--- src/rtl/ysyx_23060136_exu_mdu_ctrl.sv ---
// EX-stage sequencer for the external multiplier and divider units.
// Optional: YSYX_23060136_MDU_DIVZERO_BYPASS_EN resolves divide-by-zero locally.
module ysyx_23060136_exu_mdu_ctrl #(
   parameter int BITS_W = 64
) (
   input  logic              clk,
   input  logic              rst,
   input  logic              flush_i,
   input  logic              stall_i,
   input  logic              op_mul,
   input  logic              op_div,
   input  logic              op_rem,
   input  logic              op_hi,
   input  logic              op_lo,
   input  logic              op_u,
   input  logic              op_s,
   input  logic              op_su,
   input  logic              op_word,
   input  logic [BITS_W-1:0] da_i,
   input  logic [BITS_W-1:0] db_i,
   output logic              busy_o,
   output logic              res_valid_o,
   output logic [BITS_W-1:0] res_o,
   output logic              flush_o,
   output logic              mul_valid,
   output logic              mulw,
   output logic [1:0]        mul_signed,
   output logic [BITS_W-1:0] multiplicand,
   output logic [BITS_W-1:0] multiplier,
   input  logic              mul_ready,
   input  logic              mul_out_valid,
   input  logic [BITS_W-1:0] result_hi,
   input  logic [BITS_W-1:0] result_lo,
   output logic              div_valid,
   output logic              divw,
   output logic              div_signed,
   output logic [BITS_W-1:0] dividend,
   output logic [BITS_W-1:0] divisor,
   input  logic              div_ready,
   input  logic              div_out_valid,
   input  logic [BITS_W-1:0] quotient,
   input  logic [BITS_W-1:0] remainder
);

   localparam logic [2:0] IDLE  = 3'd0;
   localparam logic [2:0] MREQ  = 3'd1;
   localparam logic [2:0] MWAIT = 3'd2;
   localparam logic [2:0] DREQ  = 3'd3;
   localparam logic [2:0] DWAIT = 3'd4;
   localparam logic [2:0] DONE  = 3'd5;

   logic [2:0]        state;
   logic [2:0]        state_nx;
   logic              q_mul, q_div, q_rem, q_hi, q_lo;
   logic              q_u, q_s, q_su, q_word;
   logic [BITS_W-1:0] a_q, b_q, res_q;
   logic              start;
   logic              div_zero;
   logic [BITS_W-1:0] zero_res;
   logic [BITS_W-1:0] mul_sel, div_sel;
   logic [BITS_W-1:0] mul_cap, div_cap;

   function automatic logic [BITS_W-1:0] sext_w(input logic [BITS_W-1:0] r);
      return {{(BITS_W-32){r[31]}}, r[31:0]};
   endfunction

   assign start = (op_mul | op_div | op_rem) & ~flush_i;

`ifdef YSYX_23060136_MDU_DIVZERO_BYPASS_EN
   assign div_zero = (op_div | op_rem) & ~op_mul &
                     (op_word ? (db_i[31:0] == 32'd0) : (db_i == '0));
   assign zero_res = op_rem ? (op_word ? sext_w(da_i) : da_i) : '1;
`else
   assign div_zero = 1'b0;
   assign zero_res = '0;
`endif

   assign mul_sel = (q_hi & ~q_lo) ? result_hi : result_lo;
   assign div_sel = q_rem ? remainder : quotient;
   assign mul_cap = q_word ? sext_w(mul_sel) : mul_sel;
   assign div_cap = q_word ? sext_w(div_sel) : div_sel;

   always_comb begin
      state_nx = state;
      unique case (state)
         IDLE: begin
            if (start) begin
               if (op_mul)        state_nx = MREQ;
               else if (div_zero) state_nx = DONE;
               else               state_nx = DREQ;
            end
         end
         MREQ: begin
            if (flush_i)        state_nx = IDLE;
            else if (mul_ready) state_nx = MWAIT;
         end
         MWAIT: begin
            if (flush_i)            state_nx = IDLE;
            else if (mul_out_valid) state_nx = DONE;
         end
         DREQ: begin
            if (flush_i)        state_nx = IDLE;
            else if (div_ready) state_nx = DWAIT;
         end
         DWAIT: begin
            if (flush_i)            state_nx = IDLE;
            else if (div_out_valid) state_nx = DONE;
         end
         DONE: begin
            if (flush_i || !stall_i) state_nx = IDLE;
         end
         default: state_nx = IDLE;
      endcase
   end

   always_ff @(posedge clk) begin
      if (rst) begin
         state  <= IDLE;
         q_mul  <= 1'b0;
         q_div  <= 1'b0;
         q_rem  <= 1'b0;
         q_hi   <= 1'b0;
         q_lo   <= 1'b0;
         q_u    <= 1'b0;
         q_s    <= 1'b0;
         q_su   <= 1'b0;
         q_word <= 1'b0;
         a_q    <= '0;
         b_q    <= '0;
         res_q  <= '0;
      end else begin
         state <= state_nx;
         if (state == IDLE && start) begin
            q_mul  <= op_mul;
            q_div  <= op_div;
            q_rem  <= op_rem;
            q_hi   <= op_hi;
            q_lo   <= op_lo;
            q_u    <= op_u;
            q_s    <= op_s;
            q_su   <= op_su;
            q_word <= op_word;
            a_q    <= da_i;
            b_q    <= db_i;
            if (div_zero) res_q <= zero_res;
         end
         // Result is captured only from the wait states; stray out_valid is dropped.
         if (state == MWAIT && mul_out_valid && !flush_i) res_q <= mul_cap;
         if (state == DWAIT && div_out_valid && !flush_i) res_q <= div_cap;
      end
   end

   assign busy_o = (state == IDLE && start) ||
                   state == MREQ || state == MWAIT ||
                   state == DREQ || state == DWAIT;
   assign res_valid_o = (state == DONE);
   assign res_o       = res_q;
   assign flush_o     = flush_i & (state != IDLE);

   assign mul_valid    = (state == MREQ);
   assign mulw         = q_word & q_mul;
   assign mul_signed   = {q_s | q_su, q_s};
   assign multiplicand = a_q;
   assign multiplier   = b_q;

   assign div_valid  = (state == DREQ);
   assign divw       = q_word & (q_div | q_rem);
   assign div_signed = (q_div | q_rem) & ~q_u;
   assign dividend   = a_q;
   assign divisor    = b_q;

endmodule

--- config.mk ---
export PLATFORM = sky130hd
export DESIGN_NAME = ysyx_23060136_exu_mdu_ctrl
export DESIGN_NICKNAME = d
export VERILOG_FILES = /design/src/rtl/ysyx_23060136_exu_mdu_ctrl.sv
export SDC_FILE = /design/constraint.sdc
export NUM_CORES = 1
export LEC_CHECK = 0
export CELL_PAD_IN_SITES_DETAIL_PLACEMENT = 0
export CELL_PAD_IN_SITES_GLOBAL_PLACEMENT = 1
export CORE_AREA = 8 8 280 282
export DETAILED_ROUTE_END_ITERATION = 8
export DIE_AREA = 0 0 288 290
export GPL_TIMING_DRIVEN = 0
export PLACE_DENSITY = 0.5
export SLEW_MARGIN = 40
export SYNTH_ARGS = -nofsm -noshare
export SYNTH_HDL_FRONTEND = slang
export SYNTH_SLANG_ARGS = --single-unit
export TNS_END_PERCENT = 30
--- constraint.sdc ---
create_clock -name clk -period 4.8 [get_ports clk]
set_input_delay 1.2 -clock clk [delete_from_list [all_inputs] [get_ports clk]]
set_output_delay 1.2 -clock clk [all_outputs]
set_load 0.01 [all_outputs]
Word level (Yosys, flattened, before mapping)
Index checks and enable logic that the tools add are counted.
{"block": "totals", "output_inout_bits": 330, "in_bits": 401, "word_cells": 71, "regBits": 204}
{"block": "op_classes", "bitwise": 13, "n_eq_ne": 11, "mux": 18, "n_reduce_logical": 16}
{"op": "two-way mux 64 bit", "count": 6}
{"op": "two-way mux 3 bit", "count": 10}
{"op": "one-hot mux 3 bit (6 select lines)", "count": 1}
{"op": "bitwise AND 1 bit", "count": 6}
{"op": "== test 3 x 2 -> 1 bit (second input constant)", "count": 2}
{"op": "== test 3 bit (second input constant)", "count": 2}
{"op": "!= test 3 x 2 -> 1 bit (second input constant)", "count": 2}
{"op": "!= test 3 bit (second input constant)", "count": 2}
{"op": "AND reduction 6 bit", "count": 1}
{"op": "logical AND 1 bit", "count": 5}
{"op": "logical OR 1 bit", "count": 5}
{"op": "OR 1 bit", "count": 4}
{"op": "== test 3 x 1 -> 1 bit (second input constant)", "count": 1}
{"op": "logical NOT 3 bit", "count": 1}
{"op": "NOT 1 bit", "count": 3}
{"op": "nonzero test 3 bit", "count": 1}
{"op": "logical NOT 1 bit", "count": 2}
{"op": "two-way mux 2 bit", "count": 1}
{"op": "!= test 2 x 1 -> 1 bit (second input constant)", "count": 1}
{"op": "!= test 2 bit (second input constant)", "count": 1}
{"op": "nonzero test 2 bit", "count": 1}

Depth between registers and ports, before layout
Gate-level depths: netlist (run 1).
{"block": "depth", "ltp_word": 8, "depth_mapped": 8, "ltp_nobuf": 5}

Worst setup path before layout (run 1)
No wires, ideal clock.
{"block": "synth_path", "path_type": "input to output", "start": "in op_rem", "end": "out busy_o", "n_path_buf": 0, "stages": 3, "t_required_ps": 3600, "arrival_time_ps": 1719, "setup_slack_ps": 1881, "cell_sequence": "nor3_1 nor2_1 o21a_1"}
{"block": "synth_via", "elab_chain_len": 7}
{"item": "start, declared", "line": "12", "rtl": "input logic op_rem,"}
{"item": "OR 1 bit", "line": "67", "rtl": "assign start = (op_mul | op_div | op_rem) & ~flush_i;"}
{"item": "bitwise AND 1 bit", "line": "67"}
{"item": "logical AND 1 bit", "line": "153", "rtl": "assign busy_o = (state == IDLE && start) ||"}
{"item": "logical OR 1 bit", "line": "153"}
{"item": "logical OR 1 bit (2 in a row)", "line": "154", "rtl": "state == MREQ || state == MWAIT ||"}
{"item": "logical OR 1 bit", "line": "155", "rtl": "state == DREQ || state == DWAIT;"}
{"item": "end, declared", "line": "21", "rtl": "output logic busy_o,"}
Every way passes these cells.

Worst setup path after layout (run 1)
Ends and elaborated chain as after synthesis.

==> impl_results.rst, run 1 <==
.. list-table::
   :header-rows: 1

   * - Metric
     - Value
   * - Detailed placement HPWL
     - 56220 µm
   * - Register-to-register setup slack
     - approximately 2.4 ns
   * - Element type at the critical path start
     - input port
   * - Total vias in the final route
     - between 10000 and 15000
   * - Leakage power figure
     - between 7 and 8 nW
   * - CTS Buffer Depth
     - 3
   * - Starting Density
     - 13.72%
   * - Final Max Tran Viols
     - 0
   * - Rows
     - 100
   * - Max_slew headroom
     - 48.58%
   * - Placed standard-cell area
     - 0.01866 mm²
   * - Syn_nets
     - about 1600
   * - Clock tree from TritonCTS
     - built
   * - Final worst path period need
     - 4.118 ns
   * - Number of register bits inferred by synthesis
     - just over 200
   * - Async set or reset register ratio after synthesis
     - 0%
   * - Start point of the worst min-delay path
     - res_o[12]
   * - Maximum capacitance violations
     - 0
   * - Final worst clock skew
     - 0.005294 ns
   * - Via count of the first global-routing pass
     - between 10000 and 15000
   * - EDFF count, synth
     - 0
   * - Class of the tightest hold or removal check
     - reg -> reg
   * - Maximum number of pins on one net before global-route repair
     - 14
   * - Area of the mapped netlist
     - 0.01013 mm²
   * - Peak fanout along the critical path
     - 3
   * - Util after Layout
     - 26.45%
   * - Max Clk Rate
     - 242.8 MHz
   * - Share of synthesized area occupied by flip-flops and latches
     - 40.32%
   * - Finished Cell Area
     - 0.01953 mm²
   * - Synth Instances
     - between 1000 and 1500
   * - Global-route wire length before repair
     - roughly 90000 µm
   * - Global-route total usage across every layer
     - 14.98%
   * - RSZ-0062 raised after global routing
     - false
   * - Hold path depth
     - 2
   * - Post-synthesis cell type count
     - 42
   * - Final period util
     - 85.79%
   * - Final routed wire length divided by cell count
     - 22.21 µm
   * - Final wirelength
     - 66590 µm
   * - Data arrival time at the worst-slack endpoint
     - 2.92 ns
   * - Endpoint of the worst-slack reg-to-reg timing path
     - res_o[33]
   * - Worst skew pair latency
     - around 0.55 ns
   * - Antenna Nets Post-Route
     - 0
   * - H-tree depth
     - 1
   * - Worst-case setup margin in the final layout
     - 0.6822 ns
   * - Number of buffers inserted to repair setup after CTS
     - 0
   * - Final instance count without filler cells
     - approximately 3000
   * - Clock buffer count from CTS
     - 27
   * - Number of buffers inserted for hold repair after clock tree synthesis
     - 0
   * - Maximum resistive drop on vdd
     - 0.2301 mV
   * - R2r startpoint
     - state[2]
   * - Overflow left after global routing
     - 0
   * - Floorplan Core Area
     - about 0.074 mm²
   * - Horizontal die dimension
     - 288 µm
   * - Root cell of the clock tree
     - clkbuf_16
   * - Final routed DRC violation total
     - 0
   * - Status
     - finished, final reports clean
   * - Number of I/O port buffers
     - 730
   * - Ys flop type
     - dfxtp_1
   * - Pre-CTS setup slack
     - 0.7569 ns
   * - Synth Warn #
     - 0
   * - Avg Cell Area, Syn
     - about 8.1 µm²
   * - Number of cells on the worst reg-to-reg path
     - 6
   * - Length of the first detailed-routing pass in iterations
     - 4
   * - Critical Path End Type
     - output pin
   * - Cells resized by post-CTS repair
     - 0
   * - Area of the die
     - ~0.084 mm²
   * - Nets
     - 2405
   * - Worst setup path category
     - in -> out
   * - Power density over the cells
     - 348.3 mW/mm²
   * - Pin slew with the least headroom to its limit
     - 0.7688 ns
   * - Sum of negative setup slack
     - 0 ns
   * - Area growth, synth to finish
     - 92.75%
   * - Crit path required time
     - 3.60 ns
   * - Clock-pin slew on the worst setup and hold paths
     - 0.05 ns
   * - Number of top-level pins
     - 731
   * - Floorplan die height
     - 290 µm
   * - Initial drt markers
     - 490
   * - Number of antenna violations at the first check in global routing
     - 15
   * - Number of placed instances, taps included
     - 2944
   * - Share of cells above drive strength 1
     - 12.29%
   * - Routability-driven placement congestion ratio
     - a little over 0.8
   * - Final setup fails
     - 0
   * - Number of inserted filler cells in the final layout
     - 8043
   * - Final hold viol count
     - 0
   * - Clock sinks
     - 204
   * - Endpoint, Worst Hold
     - res_o[12]
   * - Via count normalized by instance count
     - approximately 3.9
## cells in the mapped netlist, types with 4 or more instances
cell type / number / area, µm²
nand2_1: 335 / 1257
dfxtp_1: 204 / 4084
a21oi_1: 150 / 750.7
buf_4: 133 / 998.5
mux2i_1: 95 / 950.9
clkbuf_1: 49 / 183.9
buf_2: 38 / 190.2
nor2_1: 35 / 131.4
o21ai_0: 34 / 170.2
a32o_1: 32 / 320.3
o21ai_1: 32 / 160.2
and3_1: 23 / 143.9
a2111oi_2: 15 / 225.2
mux2_2: 8 / 90.09
nand3_1: 7 / 35.03
a2111oi_0: 6 / 52.55
o211ai_1: 5 / 37.54
o22ai_1: 5 / 31.28
nand2b_1: 4 / 25.02
## registers in the layout (all words and copies together), names as in the netlist
signal and flops:
dividend 64, divisor 64, q_div 1, q_hi 1
q_lo 1, q_mul 1, q_rem 1, q_s 1
q_su 1, q_u 1, q_word 1, res_o 64
state 3
## worst max-delay path by stage
stage            from  cells past startpoint         to  slack (ns)
6_report       op_rem                      5     busy_o        0.68
5_1_grt        op_rem                      5     busy_o        0.53
3_5_place_dp   op_rem                      5     busy_o        0.76
4_1_cts         q_rem                      5       divw        0.72
2_1_floorplan  op_rem                      3     busy_o        1.88
3_3_place_gp      rst                      5  res_o[14]        0.69
## cell families after synthesis
family,synth area share (%)
compound gates,18.03
fa+ha+maj,0.09882
buf+inv,14.03
flops,40.32
mux,10.42
simple gates,17.09
## stage by stage
step	total power [mW]	hold slack (ns)
finish	6.800	0.4586
CTS	6.970	0.4576
detailed placement	4.924	0.4495
floorplan	3.317	0.4316
global placement	4.917	0.4467
global route	7.214	0.4662
## critical path: stages
cell	delay [ns]
clkdlybuf4s50_1	0.44
nor3_1	0.40
nor2_1	0.13
o21a_1	0.20
clkdlybuf4s50_1	0.55
## area by class of cell
class                           instances  area (µm²)  area share, %
Sequential cell                       204        4084          20.92
Multi-Input combinational cell        814        4629          23.71
Clock buffer                           41       798.3          4.088
Clock inverter                          2       38.79         0.1987
Timing Repair Buffer                  730        7307          37.42
Inverter                                1       3.754        0.01922
Tap cell                              969        1212          6.210
Buffer                                226        1424          7.293
Antenna cell                           11       27.53         0.1410
## layout by cell type (no fill, tap or decap), types with 2 or more instances in the layout
cell	synthesis	routed
o211ai_1	5	5
a2111oi_2	15	15
nor2_1	35	35
nand3_1	7	7
o21ai_1	32	32
clkbuf_1	49	51
o22ai_1	5	5
nand2_1	335	335
clkbuf_8	0	7
mux2i_1	95	95
clkbuf_2	0	5
clkdlybuf4s50_1	0	730
buf_4	133	133
buf_1	3	3
a32o_1	32	32
o21ai_0	34	34
clkbuf_16	0	27
buf_2	38	38
a2111oi_0	6	6
dfxtp_1	204	204
nor2b_1	3	3
and2_1	3	3
nor3_2	1	2
and3_1	23	23
diode_2	0	11
buf_6	3	3
a21oi_1	150	150
or3_1	2	2
or4_1	2	2
mux2_2	8	8
a21oi_2	2	2
nand2b_1	4	4
## where the power goes
part | total [mW] | internal [mW] | switching [mW]
logic | 2.71 | 1.43 | 1.28
clock network | 1.97 | 1.18 | 0.786
registers | 2.12 | 1.91 | 0.211
## layer usage
layer	GRT usage, %	vias to the layer above	share of wire [%]	wire [µm]
met4	4.279	4	2.0	1337
li1	-	5647	-	-
met3	4.385	52	7.4	4935
met1	17.08	5538	40	26510
met5	0	-	0.032	21
met2	26.80	412	51	33790
No activity file was read; power rests on OpenSTA's default activity.
==> run 2: changes to the inputs <==
--- a/config.mk
+++ b/config.mk
@@ -11,7 +11,7 @@
 export DETAILED_ROUTE_END_ITERATION = 8
 export DIE_AREA = 0 0 288 290
 export GPL_TIMING_DRIVEN = 0
-export PLACE_DENSITY = 0.5
+export PLACE_DENSITY_LB_ADDON = 0.1
 export SLEW_MARGIN = 40
 export SYNTH_ARGS = -nofsm -noshare
 export SYNTH_HDL_FRONTEND = slang
==> run 2 against run 1 <==
  * Fmax down 4.2%
  * Clock-buffer cell count up 2
  * Clock power up 15%
  * Design area up 0.87%
  * Combinational power about the same
  * Cell count up 0.50%
  * Sequential power about the same
  * Via count down 0.79%
  * Routed wire length about the same
  * Clock skew up 0.0035 ns
  * Critical path type unchanged
  * Critical endpoint unchanged
  * Largest power group unchanged
==> impl_results.rst, run 2 (synthesized netlist as in run 1, its figures left out) <==
.. list-table::
   :header-rows: 1

   * - Metric
     - Value
   * - Status
     - finished, final reports clean
   * - Area growth, synth to finish
     - 94.42%
   * - Root cell of the clock tree
     - clkbuf_16
   * - RSZ-0062 raised after global routing
     - false
   * - Max Clk Rate
     - 232.6 MHz (-4.2%)
   * - Maximum number of pins on one net before global-route repair
     - 15 (+1)
   * - Class of the tightest hold or removal check
     - reg -> reg
   * - Via count of the first global-routing pass
     - 12220 (+1.5%)
   * - Final routed wire length divided by cell count
     - 22.10 µm (-0.50%)
   * - Via count normalized by instance count
     - 3.837 (-1.3%)
   * - Hold path depth
     - 2 (unchanged)
   * - Rows
     - 100 (unchanged)
   * - CTS Buffer Depth
     - 3 (unchanged)
   * - Number of top-level pins
     - 731 (unchanged)
   * - Number of buffers inserted for hold repair after clock tree synthesis
     - 0 (unchanged)
   * - Power density over the cells
     - 359.1 mW/mm² (+3.1%)
   * - Number of I/O port buffers
     - 730 (unchanged)
   * - Pre-CTS setup slack
     - 0.5329 ns (-0.2240 ns)
   * - Antenna Nets Post-Route
     - 0 (unchanged)
   * - Most frequent cells in the layout
     - clkdlybuf4s50_1, nand2_1, dfxtp_1
   * - Register-to-register setup slack
     - 2.55 ns (+0.13 ns)
   * - Final period util
     - 89.55% (+3.8 points)
   * - Final wirelength
     - 66590 µm (about the same)
   * - Peak fanout along the critical path
     - 3 (unchanged)
   * - Worst skew pair latency
     - 0.56 ns (about the same)
   * - R2r startpoint
     - q_rem
   * - Global-route wire length before repair
     - 92100 µm (+0.74%)
   * - Crit path required time
     - 3.60 ns (about the same)
   * - Number of antenna violations at the first check in global routing
     - 28 (+13)
   * - Start point of the worst min-delay path
     - q_mul
   * - Endpoint of the worst-slack reg-to-reg timing path
     - res_o[62]
   * - Placed standard-cell area
     - 0.01865 mm² (about the same)
   * - Overflow left after global routing
     - 0 (unchanged)
   * - Final Max Tran Viols
     - 0 (unchanged)
   * - Clock-pin slew on the worst setup and hold paths
     - 0.05 ns (about the same)
   * - Critical Path End Type
     - output pin
   * - Cells resized by post-CTS repair
     - 0 (unchanged)
   * - Routability-driven placement congestion ratio
     - 0.7803 (-4.8%)
   * - Number of buffers inserted to repair setup after CTS
     - 0 (unchanged)
   * - Most common cell after layout, fill and taps aside
     - clkdlybuf4s50_1
   * - Pin slew with the least headroom to its limit
     - 0.7580 ns (-0.01085 ns)
   * - Clock buffer count from CTS
     - 29 (+7.4%)
   * - Starting Density
     - 13.72% (unchanged)
   * - Horizontal die dimension
     - 288 µm (unchanged)
   * - Clock tree from TritonCTS
     - built
   * - Element type at the critical path start
     - input port
   * - Data arrival time at the worst-slack endpoint
     - 3.10 ns (+0.18 ns)
   * - Global-route total usage across every layer
     - 15.13% (+0.15 points)
   * - Worst-case setup margin in the final layout
     - 0.5015 ns (-0.1806 ns)
   * - Number of cells on the worst reg-to-reg path
     - 5 (-1)
   * - GR Layer Usage met1
     - 16.03% (-1.1 points)
   * - Initial drt markers
     - 439 (-10%)
   * - Final hold viol count
     - 0 (unchanged)
   * - Nets
     - 2407 (+0.083%)
   * - Maximum resistive drop on vdd
     - 0.2407 mV (+4.6%)
   * - Util after Layout
     - 26.68% (+0.23 points)
   * - Area of the die
     - 0.08352 mm² (unchanged)
   * - Total vias in the final route
     - 11560 (-0.79%)
   * - Length of the first detailed-routing pass in iterations
     - 5 (+1)
   * - GR met3 Demand/Resource
     - 4.744% (+0.36 points)
   * - Most heavily used metal layer in global routing
     - met2
   * - Final worst clock skew
     - 0.008772 ns (+0.003478 ns)
   * - Sum of negative setup slack
     - 0 ns (unchanged)
   * - Share of cells above drive strength 1
     - 12.68% (+0.39 points)
   * - Final setup fails
     - 0 (unchanged)
   * - Floorplan Core Area
     - 0.07382 mm² (unchanged)
   * - Floorplan die height
     - 290 µm (unchanged)
   * - Maximum capacitance violations
     - 0 (unchanged)
   * - Met2 track demand over resource
     - 27.71% (+0.91 points)
   * - Final worst path period need
     - 4.298 ns (+0.1806 ns)
   * - Detailed placement HPWL
     - 55310 µm (-1.6%)
   * - Worst setup path category
     - in -> out
   * - Final routed DRC violation total
     - 0 (unchanged)
   * - H-tree depth
     - 1 (unchanged)
   * - Clock sinks
     - 204 (unchanged)
   * - Leakage power figure
     - 7.432 nW (+0.99%)
   * - Endpoint, Worst Hold
     - q_mul
   * - Finished Cell Area
     - 0.01969 mm² (+0.87%)
   * - Max_slew headroom
     - 49.47% (+0.89 points)
[run 2: cell count changes in the layout (fill, tap and decap cells not counted), sizes merged]
cell,previous run,this run
bufinv,1,3
clkbuf,90,92
clkinv,0,3
clkinvlp,0,2
diode,11,17
[run 2: power breakdown]
| group | internal (mW) | switching (mW) |
|---|---|---|
| Combinational | 1.43 | 1.27 |
| Clock | 1.40 | 0.855 |
| Sequential | 1.91 | 0.208 |
| Total | 4.74 | 2.33 |
[run 2: worst max-delay path by stage]
stage,startpoint,endpoint,slack [ns],cells past startpoint
final,op_mul,busy_o,0.50,5
after CTS,op_mul,busy_o,0.53,5
after floorplan,op_rem,busy_o,1.88,3
after global placement,op_mul,busy_o,0.54,5
after detailed placement,op_mul,busy_o,0.53,5
after global routing,op_mul,busy_o,0.40,5
[run 2: layout make-up]
type,count,area (µm²)
fillers,8080,54130
flip-flops and latches,204,4084
clock buffers,43,868.3
diodes,17,42.54
clock inverters,9,128.9
repair buffers,730,7307
multi-input cells,814,4624
inverters,1,3.754
well taps,969,1212
plain buffers,226,1423
[run 2: worst max-delay path, cell delays in order]
cell	delay, ns
clkdlybuf4s50_1	0.51
nor3_1	0.43
nor2_1	0.13
o21a_1	0.22
clkdlybuf4s50_1	0.60
[run 2: per-layer routing]
layer / part of all wire (%) / wire length (µm)
met1: 37 / 24890
met2: 52 / 34720
met3: 7.4 / 4914
met4: 2.9 / 1959
met5: 0.17 / 114
[run 2: stage by stage]
step | hold slack [ns] | power, mW | instances
detailed placement | 0.4515 | 4.924 | 2944
floorplan | 0.4316 | 3.317 | 1245
global route | 0.4725 | 7.532 | 3013
global placement | 0.4456 | 4.913 | 2944
finish | 0.4545 | 7.073 | 3013
CTS | 0.4593 | 7.270 | 2996
==> run 3: changes to the inputs <==
--- a/config.mk
+++ b/config.mk
@@ -7,11 +7,13 @@
 export LEC_CHECK = 0
 export CELL_PAD_IN_SITES_DETAIL_PLACEMENT = 0
 export CELL_PAD_IN_SITES_GLOBAL_PLACEMENT = 1
-export CORE_AREA = 8 8 280 282
+export CORE_AREA = 8 8 278 280
 export DETAILED_ROUTE_END_ITERATION = 8
-export DIE_AREA = 0 0 288 290
+export DIE_AREA = 0 0 286 288
+export DONT_BUFFER_PORTS = 1
 export GPL_TIMING_DRIVEN = 0
 export PLACE_DENSITY_LB_ADDON = 0.1
+export SKIP_LAST_GASP = 1
 export SLEW_MARGIN = 40
 export SYNTH_ARGS = -nofsm -noshare
 export SYNTH_HDL_FRONTEND = slang
==> run 3 against run 2 <==
  * Routed wire length fell by 13%
  * Largest power group is now the clock network
  * Power fell by 13%
  * Worst setup slack improved by 0.62 ns
  * Non-clock buffer count fell by 729
  * Clock-buffer cell count did not move
  * Design area fell by 37%
  * Core utilization fell by 9.6 points
==> impl_results.rst, run 3 (synthesized netlist as in run 1, its figures left out) <==
.. list-table::
   :header-rows: 1

   * - Metric
     - Value
   * - Maximum number of pins on one net before global-route repair
     - 15 (unchanged)
   * - Area of the die
     - 0.08237 mm² (-1.4%)
   * - Sum of negative setup slack
     - 0 ns (unchanged)
   * - Floorplan die height
     - 288 µm (-0.69%)
   * - CTS Buffer Depth
     - 3 (unchanged)
   * - Maximum capacitance violations
     - 0 (unchanged)
   * - Cells resized by post-CTS repair
     - 0 (unchanged)
   * - RSZ-0062 raised after global routing
     - false
   * - Number of top-level pins
     - 731 (unchanged)
   * - Final setup fails
     - 0 (unchanged)
   * - Clock-pin slew on the worst setup and hold paths
     - 0.06 ns (about the same)
   * - Pin slew with the least headroom to its limit
     - 0.7192 ns (-0.03877 ns)
   * - Crit path required time
     - 3.60 ns (about the same)
   * - Final hold slack
     - 0.4532 ns (-0.001305 ns)
   * - Number of antenna violations at the first check in global routing
     - 5 (-82%)
   * - Number of I/O port buffers
     - 0 (-100%)
   * - Final wirelength
     - 57610 µm (-13%)
   * - Element type at the critical path start
     - register
   * - Number of buffers inserted for hold repair after clock tree synthesis
     - 0 (unchanged)
   * - Via count normalized by instance count
     - 3.966 (+3.3%)
   * - Beginning of the critical path
     - q_rem
   * - Peak fanout along the critical path
     - 12 (+9)
   * - Final period util
     - 76.67% (-13 points)
   * - Global-route wire length before repair
     - 77860 µm (-15%)
   * - Max Clk Rate
     - 271.7 MHz (+17%)
   * - Routability-driven placement congestion ratio
     - 0.7165 (-8.2%)
   * - Worst skew pair latency
     - 0.59 ns (+0.03 ns)
   * - Area growth, synth to finish
     - 22.26%
   * - Total design power
     - 6.144 mW (-13%)
   * - Length of the first detailed-routing pass in iterations
     - 4 (-1)
   * - Class of the tightest hold or removal check
     - reg -> reg
   * - Final hold viol count
     - 0 (unchanged)
   * - R2r startpoint
     - q_rem
   * - Max_slew headroom
     - 52.05% (+2.6 points)
   * - Overflow left after global routing
     - 0 (unchanged)
   * - Leakage power figure
     - 4.751 nW (-36%)
   * - Final routed wire length divided by cell count
     - 25.44 µm (+15%)
   * - Power density over the cells
     - 496.1 mW/mm² (+38%)
   * - Detailed placement HPWL
     - 47140 µm (-15%)
   * - Total vias in the final route
     - 8982 (-22%)
   * - Initial drt markers
     - 367 (-16%)
   * - Most common cell after layout, fill and taps aside
     - nand2_1
   * - Root cell of the clock tree
     - clkbuf_16
   * - Global-route total usage across every layer
     - 12.90% (-2.2 points)
   * - Nets
     - 1679 (-30%)
   * - Via count of the first global-routing pass
     - 9501 (-22%)
   * - Share of cells above drive strength 1
     - 20.23% (+7.6 points)
   * - Maximum resistive drop on vdd
     - 0.2240 mV (-6.9%)
   * - Clock sinks
     - 204 (unchanged)
   * - Critical Path End Type
     - output pin
   * - Number of buffers inserted to repair setup after CTS
     - 0 (unchanged)
   * - H-tree depth
     - 1 (unchanged)
   * - Floorplan Core Area
     - 0.07259 mm² (-1.7%)
   * - Antenna Nets Post-Route
     - 0 (unchanged)
   * - Clock tree from TritonCTS
     - built
   * - Final worst path period need
     - 3.680 ns (-0.6184 ns)
   * - Most frequent cells in the layout
     - nand2_1, dfxtp_1, a21oi_1
   * - Starting Density
     - 13.96% (+0.23 points)
   * - Status
     - finished, final reports clean
   * - Final worst clock skew
     - 0.03297 ns (+0.02419 ns)
   * - Final routed DRC violation total
     - 0 (unchanged)
   * - Data arrival time at the worst-slack endpoint
     - 2.48 ns (-0.62 ns)
   * - Horizontal die dimension
     - 286 µm (-0.69%)
   * - Final Max Tran Viols
     - 0 (unchanged)
   * - Rows
     - 99 (-1.0%)
   * - Worst setup path category
     - reg -> out
   * - Start point of the worst min-delay path
     - q_su
   * - Clock buffer count from CTS
     - 30 (+3.4%)
[run 3: cell types whose count changed in the layout (fill, tap and decap cells not counted), moves of 2 or more]
cell | before | now
clkdlybuf4s50_1 | 730 | 0
diode_2 | 17 | 6
clkbuf_1 | 50 | 47
clkinv_2 | 3 | 6
clkbuf_16 | 29 | 31
[run 3: worst paths after layout]
| check | end | slack [ns] | cells after the start |
|---|---|---|---|
| worst max-delay path | divw | 1.12 | 4 |
| worst min-delay path | q_su | 0.45 | 2 |
| worst max register to register | res_o[6] | 2.51 | 6 |
| worst min register to register | q_su | 0.45 | 2 |
[run 3: metal layers]
metal  GRT usage (%)  up-vias  share of wire (%)
met5               0        -              0.047
met4           3.451        4                2.5
met3           4.273       59                8.2
met2           22.89      393                 51
met1           14.73     4302                 39
li1                -     4224                  -
[run 3: power by group]
group          switching (mW)  internal [mW]  total (mW)
clock                   0.903           1.41        2.32
combinational           0.992          0.571        1.56
sequential              0.354           1.91        2.27
[run 3: per-stage QoR]
step | cell area, µm² | worst slack (ns) | std cells | util (%)
2_1_floorplan | 10130 | 1.881 | 1245 | -
3_3_place_gp | 11330 | 0.9033 | 2204 | 15.61
3_5_place_dp | 11340 | 1.252 | 2205 | 15.63
4_1_cts | 12370 | 0.9719 | 2259 | 17.04
5_1_grt | 12370 | 0.9252 | 2260 | 17.04
6_report | 12380 | 1.120 | 2265 | 17.06
[run 3: layout make-up]
type	instances	area [µm²]
clock inverter	11	115.1
clock buffer	43	910.9
multi-input combinational	814	4624
antenna	6	15.01
sequential	204	4084
inverter	1	3.754
timing repair buffer	1	7.507
tap	959	1200
fill	8276	60200
buffer	226	1424
[run 3: worst max-delay path, cell delays in order (launching register included)]
cell and delay (ns):
dfxtp_1 0.48, buf_2 0.45, buf_2 0.52, nor2_1 0.17, nor2b_1 0.29
==> patch (settings of run 1) <==
Change the parameter `BITS_W` from 64 to 32.
--- a/src/rtl/ysyx_23060136_exu_mdu_ctrl.sv
+++ b/src/rtl/ysyx_23060136_exu_mdu_ctrl.sv
@@ -1,7 +1,7 @@
 // EX-stage sequencer for the external multiplier and divider units.
 // Optional: YSYX_23060136_MDU_DIVZERO_BYPASS_EN resolves divide-by-zero locally.
 module ysyx_23060136_exu_mdu_ctrl #(
-   parameter int BITS_W = 64
+   parameter int BITS_W = 32
 ) (
    input  logic              clk,
    input  logic              rst,
Ports: changed (11 resized); port bits go from 731 to 379. The function was not compared with the original's and may differ.
==> patch against run 1 <==
- power fell by 64%
- worst hold slack got worse by 0.0043 ns
- critical endpoint unchanged
- via count fell by 49%
- clock skew rose by 0.0042 ns
- synthesized area fell by 47%
- global-route usage fell by 7.8 points
- sequential share of layout area fell by 0.72 points
- cell area fell by 45%
- sequential cell count fell by 96
- wire length fell by 53%
- worst setup slack got worse by 0.27 ns
- sequential power fell by 53%
- highest routed layer unchanged
==> patch: results (changes against run 1) <==
* Result of the run: finished, final reports clean
* Max-Slew Margin vs Limit at 0.437 (-0.0487)
* Via density at 2.94 (-24%)
* Num CTS Buffers at 9 (-67%)
* Master cell of the clock root buffer: clkbuf_16
* Initial antenna violation count at 7 (-8)
* Number of instances on the worst hold path at 2 (unchanged)
* Synth area leaders: dfxtp_1 40%, nand2_1 13%, buf_4 9.0%
* Depth of the CTS H-tree at 3 (+2)
* Number of instances in the placed design at 2004 (-32%)
* Sequential area share after synthesis at 0.400 (-0.00316)
* Yosys cell types at 37 (-12%)
* Proportion of synthesized flip-flops having asynchronous set or reset at 0 (unchanged)
* Placed Area at 0.0104 mm2 (-44%)
* Hold crit path type: register to register
* Port bufs at 376 (-48%)
* Cell count after synthesis at 658 (-47%)
* R2R depth at 7 (+1)
* Critical path data arrival time at 3.19 ns (+0.27 ns)
* Placed wire-length estimate after detailed placement at 26400 um (-53%)
* Layout net count at 1255 (-48%)
* First-pass GRT wire length at 43500 um (-52%)
* WL/cell at 15.4 um (-31%)
* Clock Tree Buf Depth at 2 (-1)
* Cell with the largest stage delay on the worst path: nor3_1
* Kind of cell with the highest combined delay on the critical path: buffers and inverters
* Worst supply voltage drop on vdd at 0.000154 V (-33%)
* Fill cell count at 8412 (+4.6%)
* Total Wirelength at 31100 um (-53%)
* Post-cts sizing count at 0 (unchanged)
* Post-CTS Repair Setup Buffers at 0 (unchanged)
* Share of final-layout standard cells stronger than drive strength 1 at 0.128 (+0.00556)
* Largest stage delay, worst path at 0.61 ns (+0.06 ns)
* Place WS at 0.315 ns (-0.442 ns)
* Clock edge transition at the registers on the reported setup and hold paths at 0.08 ns (+0.03 ns)
* Static leakage at 3.74 nW (-49%)
* Final weighted congestion in routability-driven placement at 0.701 (-14%)
* Number of synthesis warnings at 0 (unchanged)
* Post-synth top cells: 184 x nand2_1, 108 x dfxtp_1, 77 x a21oi_1, 65 x buf_4, 36 x mux2i_1
* DRT Pass-1 Iters at 4 (unchanged)
* Pin count of the biggest net entering global routing at 18 (+4)
* Via count of the first global-routing pass at 6229 (-48%)
* Total routing resource utilization after global routing at 0.0714 (-0.0784)
* Clock insertion delay at the later pin of the skew report at 0.38 ns (-0.17 ns)
* Max Fanout on Critical Path at 4 (+1)
* Worst setup skew after layout at 0.00951 ns (+0.00421 ns)
* Flip-flop cell with the highest count after synthesis: dfxtp_1
* Post-Synthesis Net Count at 867 (-47%)
* Initial drt markers at 126 (-74%)
patch: cell types whose count changed in the layout (fill, tap and decap cells not counted), moves of 18 or more:
cell / run 1 / this run
a21oi_1: 150 / 77
and3_1: 23 / 0
mux2i_1: 95 / 36
nand2_1: 335 / 184
o21ai_1: 32 / 0
dfxtp_1: 204 / 108
clkbuf_16: 27 / 9
clkbuf_1: 51 / 21
nor2_1: 35 / 7
a32o_1: 32 / 0
buf_4: 133 / 66
clkdlybuf4s50_1: 730 / 376
o21ai_0: 34 / 3
patch: logic make-up after synthesis:
logic type / Yosys count / share of synthesized area
flip-flops: 108 / 0.400
AO/OA/AOI/OAI: 148 / 0.181
multiplexers: 51 / 0.0979
buffers and inverters: 121 / 0.140
AND/OR/NAND/NOR: 230 / 0.181
patch: power by group:
group	switching, mW	total (mW)	leakage, nW	internal (mW)
registers	0.0421	0.986	0.881	0.944
logic	0.276	0.683	2.71	0.407
clock network	0.387	0.810	0.150	0.422
total	0.706	2.48	3.74	1.77
patch: cell type report:
type                       count  share of cell area
antenna                        2            0.000468
tap                          969               0.113
inverter                       1            0.000351
clock buffer                  11              0.0227
clock inverter                 5             0.00573
sequential                   108               0.202
multi-input combinational    429               0.232
timing repair buffer         377               0.352
buffer                       120              0.0710
patch: path summary, 6_finish.rpt:
path / end / startpoint / slack, ns
worst min-delay path: q_lo / q_lo / 0.45
worst max-delay path: busy_o / op_rem / 0.41
worst min register to register: q_lo / q_lo / 0.45
worst max register to register: res_o[11] / state[2] / 2.62
patch: through the flow:
step / utilization / hold WS, ns / power [mW]
6_report: 0.145 / 0.454 / 2.48
5_1_grt: 0.145 / 0.474 / 2.64
4_1_cts: 0.145 / 0.458 / 2.58
3_5_place_dp: 0.141 / 0.446 / 1.71
3_3_place_gp: 0.141 / 0.443 / 1.71
2_1_floorplan: - / 0.431 / 1.27
patch: per-layer routing:
metal | track usage | share of wire | up-vias
met1 | 0.0809 | 0.42 | 2713
met4 | 0.0197 | 0.013 | 4
li1 | - | - | 2966
met5 | 0 | 0.00087 | -
met3 | 0.0289 | 0.090 | 22
met2 | 0.123 | 0.48 | 239
patch: worst reg2reg max path: cells and delay by family, from the launching register on:
family / cells / cell delay (ns)
AND/OR/NAND/NOR: 2 / 0.58
flip-flops: 1 / 0.30
AO/OA/AOI/OAI: 2 / 0.37
buffers and inverters: 3 / 0.83
